==> src/rtl/mux_sel_arbiter.sv <==
// Two-requester round-robin arbiter producing the registered select of the
// downstream 2:1 data mux. An owner keeps the mux for a burst of beats and
// gives it up on its last accepted beat or when the beat limit is reached.
//
// Handshake: a beat moves (xfer) in any cycle where out_valid and out_ready
// are both high. out_valid means the granted input has a beat available.
// out_ready may be high while out_valid is low; nothing moves then.
//
// Release decision: the other input is checked first, so a waiting requester
// gets a zero-bubble handoff. If the other input is not requesting:
//   - release on a last beat: the burst is complete, so the arbiter returns
//     to IDLE;
//   - forced release at the beat limit: the owner still has beats pending,
//     so it starts a new burst and keeps the mux.
// State is visible on dbg_state (0 = IDLE, 1 = OWN0, 2 = OWN1).
module mux_sel_arbiter #(
  parameter  int MAX_BURST = 8,
  localparam int CNT_W     = $clog2(MAX_BURST + 1)
) (
  input  logic             clk,
  input  logic             rst,
  input  logic             req_0,
  input  logic             req_1,
  input  logic             last_0,
  input  logic             last_1,
  input  logic             out_ready,
  output logic             sel,
  output logic             gnt_0,
  output logic             gnt_1,
  output logic             out_valid,
  output logic [CNT_W-1:0] beat_cnt,
  output logic [1:0]       dbg_state
);

  typedef enum logic [1:0] {
    S_IDLE = 2'd0,
    S_OWN0 = 2'd1,
    S_OWN1 = 2'd2
  } state_t;

  state_t           r_state;
  state_t           w_next;
  logic             r_prio;
  logic             w_prio_next;
  logic             r_sel;
  logic [CNT_W-1:0] r_cnt;
  logic             w_xfer;
  logic             w_last;
  logic             w_at_limit;
  logic             w_rel;

  assign gnt_0     = (r_state == S_OWN0);
  assign gnt_1     = (r_state == S_OWN1);
  assign out_valid = (gnt_0 & req_0) | (gnt_1 & req_1);
  assign sel       = r_sel;
  assign beat_cnt  = r_cnt;
  assign dbg_state = r_state;

  assign w_xfer     = out_valid & out_ready;
  assign w_last     = gnt_1 ? last_1 : last_0;
  assign w_at_limit = (r_cnt == CNT_W'(MAX_BURST - 1));
  assign w_rel      = w_xfer & (w_last | w_at_limit);

  // Next-state and priority pointer selection.
  always_comb begin
    w_next      = r_state;
    w_prio_next = r_prio;
    unique case (r_state)
      S_IDLE: begin
        if (req_0 && req_1) w_next = r_prio ? S_OWN1 : S_OWN0;
        else if (req_0)     w_next = S_OWN0;
        else if (req_1)     w_next = S_OWN1;
      end
      S_OWN0: begin
        if (w_rel) begin
          w_prio_next = 1'b1;
          if (req_1)        w_next = S_OWN1;
          else if (!w_last) w_next = S_OWN0;
          else              w_next = S_IDLE;
        end
      end
      S_OWN1: begin
        if (w_rel) begin
          w_prio_next = 1'b0;
          if (req_0)        w_next = S_OWN0;
          else if (!w_last) w_next = S_OWN1;
          else              w_next = S_IDLE;
        end
      end
      default: w_next = S_IDLE;
    endcase
  end

  // State, priority and select registers; select holds its value in IDLE.
  always_ff @(posedge clk or posedge rst) begin
    if (rst) begin
      r_state <= S_IDLE;
      r_prio  <= 1'b0;
      r_sel   <= 1'b0;
    end else begin
      r_state <= w_next;
      r_prio  <= w_prio_next;
      if (w_next == S_OWN0)      r_sel <= 1'b0;
      else if (w_next == S_OWN1) r_sel <= 1'b1;
    end
  end

  // Beat counter: counts accepted beats, cleared when the grant is released.
  always_ff @(posedge clk or posedge rst) begin
    if (rst) begin
      r_cnt <= '0;
    end else if (w_rel) begin
      r_cnt <= '0;
    end else if (w_xfer) begin
      r_cnt <= r_cnt + 1'b1;
    end
  end

endmodule

==> config.mk <==
export PLATFORM = sky130hd
export DESIGN_NAME = mux_sel_arbiter
export DESIGN_NICKNAME = d
export VERILOG_FILES = /design/src/rtl/mux_sel_arbiter.sv
export SDC_FILE = /design/constraint.sdc
export NUM_CORES = 1
export LEC_CHECK = 0
export BUFFER_PORTS_ARGS = -buffer_cell sky130_fd_sc_hd__clkbuf_2
export CAP_MARGIN = 40
export CORE_MARGIN = 8
export CORE_UTILIZATION = 25
export CTS_BUF_LIST = sky130_fd_sc_hd__clkbuf_8 sky130_fd_sc_hd__clkbuf_16
export DETAILED_ROUTE_END_ITERATION = 10
export REMOVE_ABC_BUFFERS = 1
export SYNTH_ARGS = -nofsm -noshare
export SYNTH_HDL_FRONTEND = slang
export SYNTH_SLANG_ARGS = --single-unit
export TNS_END_PERCENT = 10
==> constraint.sdc <==
create_clock -name clk -period 3 [get_ports clk]
set_clock_uncertainty 0.15 [all_clocks]
set_input_delay 0.6 -clock clk [delete_from_list [all_inputs] [get_ports clk]]
set_output_delay 0.6 -clock clk [all_outputs]
set_load 0.02 [all_outputs]
# Yosys cells after proc, flatten, opt, wreduce, memory -nomap -nowiden
# Cells that the tools add are included.
# word_totals
regBits	8
latchBits	0
mem_bits_rw	0
romBits	0
inputBits	7
memories	0
# op_classes
n_addsub	1
multipliers	0
div_mod_pow	0
n_lt_le_gt_ge	0
eq_ne	7
shift	0
n_mux	19
n_bitwise	6
n_reduce_logical	6
# ops
op	count
2-to-1 mux 2 bit	9
2-to-1 mux 4 bit	2
2-to-1 mux 1 bit	6
one-hot mux 2 bit (3 select lines)	1
nonzero test 2 bit	3
adder 4 x 1 -> 4 bit (second input constant)	1
bitwise AND 1 bit	4
== test 2 x 1 -> 1 bit (second input constant)	2
== test 2 bit (second input constant)	2
== test 4 x 3 -> 1 bit (second input constant)	1
!= test 2 x 1 -> 1 bit (second input constant)	2
AND reduction 3 bit	1
logical NOT 2 bit	1
bitwise OR 1 bit	2
one-hot mux 1 bit (2 select lines)	1
logical AND 1 bit	1

# Longest topological paths before layout
# depth
depth_word	10
mapped_depth	9
depth_no_buf	9

# Worst setup path after synthesis
# Ideal clock, no wire load.
# synth_timing
kind	flip-flop to flip-flop
start	register r_state[0], in the netlist dbg_state[0]
end	register r_sel, in the netlist sel
setup_ps	79
t_arrival_ps	2445
t_required_ps	2771
setup_slack_ps	326
path_stages_with_launch	10
n_path_buf	0
synth_period_minus_slack_ps	2674
path_cell_list	dfrtp_1 -> inv_1 -> ha_1 -> mux2_4 -> o211ai_4 -> and2_4 -> o21ai_2 -> a31o_1 -> ha_1 -> mux2i_1
# synth_between
elab_chain_cells	9
# synth_lines
element	line	source
from (decl)	41	state_t r_state;
from (signal assigned)	101	r_state <= w_next;
== test 2 bit *	53	assign gnt_1 = (r_state == S_OWN1);
net gnt_1	29	output logic gnt_1,
bitwise AND 1 bit	54	assign out_valid = (gnt_0 & req_0) | (gnt_1 & req_1);
bitwise OR 1 bit	54	
bitwise AND 1 bit	59	assign w_xfer = out_valid & out_ready;
bitwise AND 1 bit	62	assign w_rel = w_xfer & (w_last | w_at_limit);
2-to-1 mux 2 bit, on equally long branches	83, 75	
one-hot mux 2 bit (3 select lines) *	68	unique case (r_state)
== test 2 x 1 -> 1 bit / == test 2 bit (equally long branches)	103, 104	
2-to-1 mux 1 bit / nonzero test 2 bit (equally long branches)	n/a	
to (signal assigned)	99	r_sel <= 1'b0;
to (signal assigned)	103	if (w_next == S_OWN0) r_sel <= 1'b0;
to (signal assigned)	104	else if (w_next == S_OWN1) r_sel <= 1'b1;
to (decl)	45	logic r_sel;
# Mark *: on every way through the listed nets, which the timed path passes. The rest lies on a longest branch.
# A chain may end at the register's enable or synchronous reset.

# Worst setup path after layout
# layout_timing
start	register r_state[0], in the netlist dbg_state[0]
end	register r_sel, in the netlist sel
# layout_between
elab_chain_cells	9
# layout_lines
element	line	source
== test 2 x 1 -> 1 bit / == test 2 bit (equally long branches)	52, 68, 53	
bitwise AND 1 bit	54	
bitwise OR 1 bit	54	
bitwise AND 1 bit	59	
bitwise AND 1 bit	62	
2-to-1 mux 2 bit, on equally long branches	83, 75	
one-hot mux 2 bit (3 select lines) *	68	
net w_next[0]	42	state_t w_next;
== test 2 x 1 -> 1 bit / == test 2 bit (equally long branches)	103, 104	
2-to-1 mux 1 bit / nonzero test 2 bit (equally long branches)	n/a	
# Marked as above.

==> impl_metrics.env <==
export IMPL_outcome="finished clean"
export IMPL_firstDrtPassIters=3
export IMPL_synth_seq_cells=8
export IMPL_die_h_um=64.14
export IMPL_ys_warn_count=0
export IMPL_cts_path_max_buffers=2
export IMPL_die_area_sq_um=4113
export IMPL_hold_path_class="in -> async"
export IMPL_critical_path_startpoint="dbg_state[0]"
export IMPL_power_uw=694.9
export IMPL_cts_root_buf="clkbuf_8"
export IMPL_final_hold_violation_count=0
export IMPL_cts_tree="built"
export IMPL_syn2layout_area_growth_pct=27.00
export IMPL_netlist_instances=62
export IMPL_power_density_nw_per_um2=944.5
export IMPL_max_freq_mhz=378.3
export IMPL_die_w_um=64.14
export IMPL_crit_type="reg -> reg"
export IMPL_leakagePower_nw=0.3620
export IMPL_post_cts_resized=0
export IMPL_fin_nets=97
export IMPL_busiest_layer="met2"
export IMPL_post_route_period_util=0.8810
export IMPL_worst_slew_pin_slew_ps=303.7
export IMPL_worstPathArrival_ps=2600
export IMPL_postCtsSetupBuffers=0
export IMPL_period_needed_ps=2643
export IMPL_r2r_cells=9
export IMPL_place_congestion=0.8267
export IMPL_setup_tns_ps=0
export IMPL_ant_nets=0
export IMPL_worstSetupEndpoint="sel"
export IMPL_start_util=0.2619
export IMPL_core_region_area_sq_um=2212
export IMPL_drtIter0Drc=11
export IMPL_rr_startpoint="dbg_state[0]"
export IMPL_dpl_hpwl_um=1061
export IMPL_maxSlewViolCount=0
export IMPL_grt_pass1_vias=492
export IMPL_numPortBuffers=16
export IMPL_antenna_found_initial=0
export IMPL_rr_endpoint="sel"
export IMPL_hold_buffers=0
export IMPL_ys_types=26
export IMPL_cts_htree_levels=1
export IMPL_max_slew_margin=0.7973
export IMPL_synth_top_cells_by_area="dfrtp_1, ha_1, o21ai_0, inv_1, nand2_1"
export IMPL_netlist_area_sq_um=579.3
export IMPL_async_flop_share=1.000
export IMPL_post_route_cells_drive_above_1_share=0.3210
export IMPL_boundaryPins=17
export IMPL_yosysTopAreaCell="dfrtp_1"
export IMPL_cts_reportedPaths_clkPinSlew_ps=40
export IMPL_grt_max_degree=9
export IMPL_cts_buffers_inserted=3
export IMPL_setup_viol=0
export IMPL_num_rows=17
export IMPL_cp_max_fo=6
export IMPL_drc=0
export IMPL_grt_use_met1=0.06471
export IMPL_syn_avg_cell_area_sq_um=9.344
export IMPL_via_count=500
export IMPL_yosysTopAreaCellShare=0.3456
export IMPL_clkLatencyLatePin_ps=220
export IMPL_antenna_cells=0
export IMPL_avgRoutedWirePerCell_um=12.00
export IMPL_avgViaCountPerCell=4.587
export IMPL_synth_edf_count=0
export IMPL_end_kind="register"
export IMPL_grtUsageMet3=0.02439
export IMPL_synth_seq_area_share=0.3456
export IMPL_grt_total_usage=0.06163
export IMPL_wl_um=1308
export IMPL_rrSetupSlack_ps=360
export IMPL_overflow=0
export IMPL_synth_main_ff_cell="dfrtp_1"
export IMPL_rsz0062_at_grt="no"
export IMPL_ir_drop_mv=0.3977
export IMPL_use_met2=0.1004
export IMPL_required_ps=2950
export IMPL_grt_pass1_wl_um=2056
export IMPL_clock_sinks=8
export IMPL_startpoint_type="register"
export IMPL_drv_cap=0
## state kept, by name (all words and copies together) (netlist names)
name,flops
beat_cnt,4
dbg_state,2
r_prio,1
sel,1
## how the worst min path moves through the flow
stage,depth (start not counted),to,start
floorplan,1,beat_cnt[0],rst
global placement,1,beat_cnt[3],beat_cnt[3]
detailed placement,1,beat_cnt[3],beat_cnt[3]
CTS,2,beat_cnt[1],rst
global route,2,dbg_state[1],rst
finish,2,beat_cnt[2],rst
## layout make-up
type,instances,area (sq um)
clock buffer,3,41.29
fill,236,1476
inverter,6,22.52
multi-input combinational,48,356.6
sequential,8,200.2
tap,28,35.03
timing repair buffer,16,80.08
## Yosys cell counts, types with 2 or more instances
master   n
dfrtp_1  8
ha_1     7
inv_1    6
nand2_1  6
o21ai_0  6
nor2_1   4
a31oi_1  3
a21oi_1  2
mux2i_1  2
o21ai_1  2
## critical path: stages (launching register included)
cell and delay [ps]:
dfrtp_1 410, inv_1 140, ha_1 320, mux2_4 360, o211ai_4 230, o21ai_1 140
a21o_1 170, a21oi_1 220, ha_1 280, mux2i_1 120
## metal layers
metal | routed length [um] | part of all wire | vias to the layer above
met2 | 595 | 0.45 | 10
li1 | - | - | 259
met3 | 74 | 0.057 | 2
met1 | 619 | 0.47 | 229
met5 | 0 | 0 | -
met4 | 19 | 0.015 | 0
## where the power goes
part / switching (mW) / leakage, nW / total (mW) / internal, mW
clock: 0.0373 / 0.0216 / 0.124 / 0.0865
combinational: 0.231 / 0.241 / 0.386 / 0.155
sequential: 0.0396 / 0.0992 / 0.185 / 0.146
total: 0.308 / 0.362 / 0.695 / 0.387
## cells by family (layout without fill, tap and decap cells)
logic type | after synthesis | in the layout | synth area share
flip-flops | 8 | 8 | 0.3456
AND/OR/NAND/NOR | 18 | 18 | 0.1598
buffers and inverters | 6 | 25 | 0.03887
AO/OA/AOI/OAI | 20 | 20 | 0.2441
multiplexers | 3 | 3 | 0.06047
adder cells (fa/ha/maj) | 7 | 7 | 0.1512
## layout by cell type, fill, tap and decap left out, types with 3 or more instances in the layout
cell type  instances
a31oi_1            3
clkbuf_2          16
inv_1              6
clkbuf_8           3
nand2_1            6
nor2_1             4
dfrtp_1            8
ha_1               7
o21ai_0            6
## per-stage QoR
stage	hold slack, ps	instance area, sq um	util	setup WS [ps]	std cells
6_report	146.0	735.7	0.3326	356.9	109
5_1_grt	170.6	735.7	0.3326	167.9	109
4_1_cts	159.0	735.7	0.3326	370.7	109
3_5_place_dp	350.2	694.4	0.3139	373.4	106
3_3_place_gp	345.6	694.4	0.3139	469.8	106
2_1_floorplan	265.7	579.3	-	326.0	62
(Power assumes the default switching activity.)
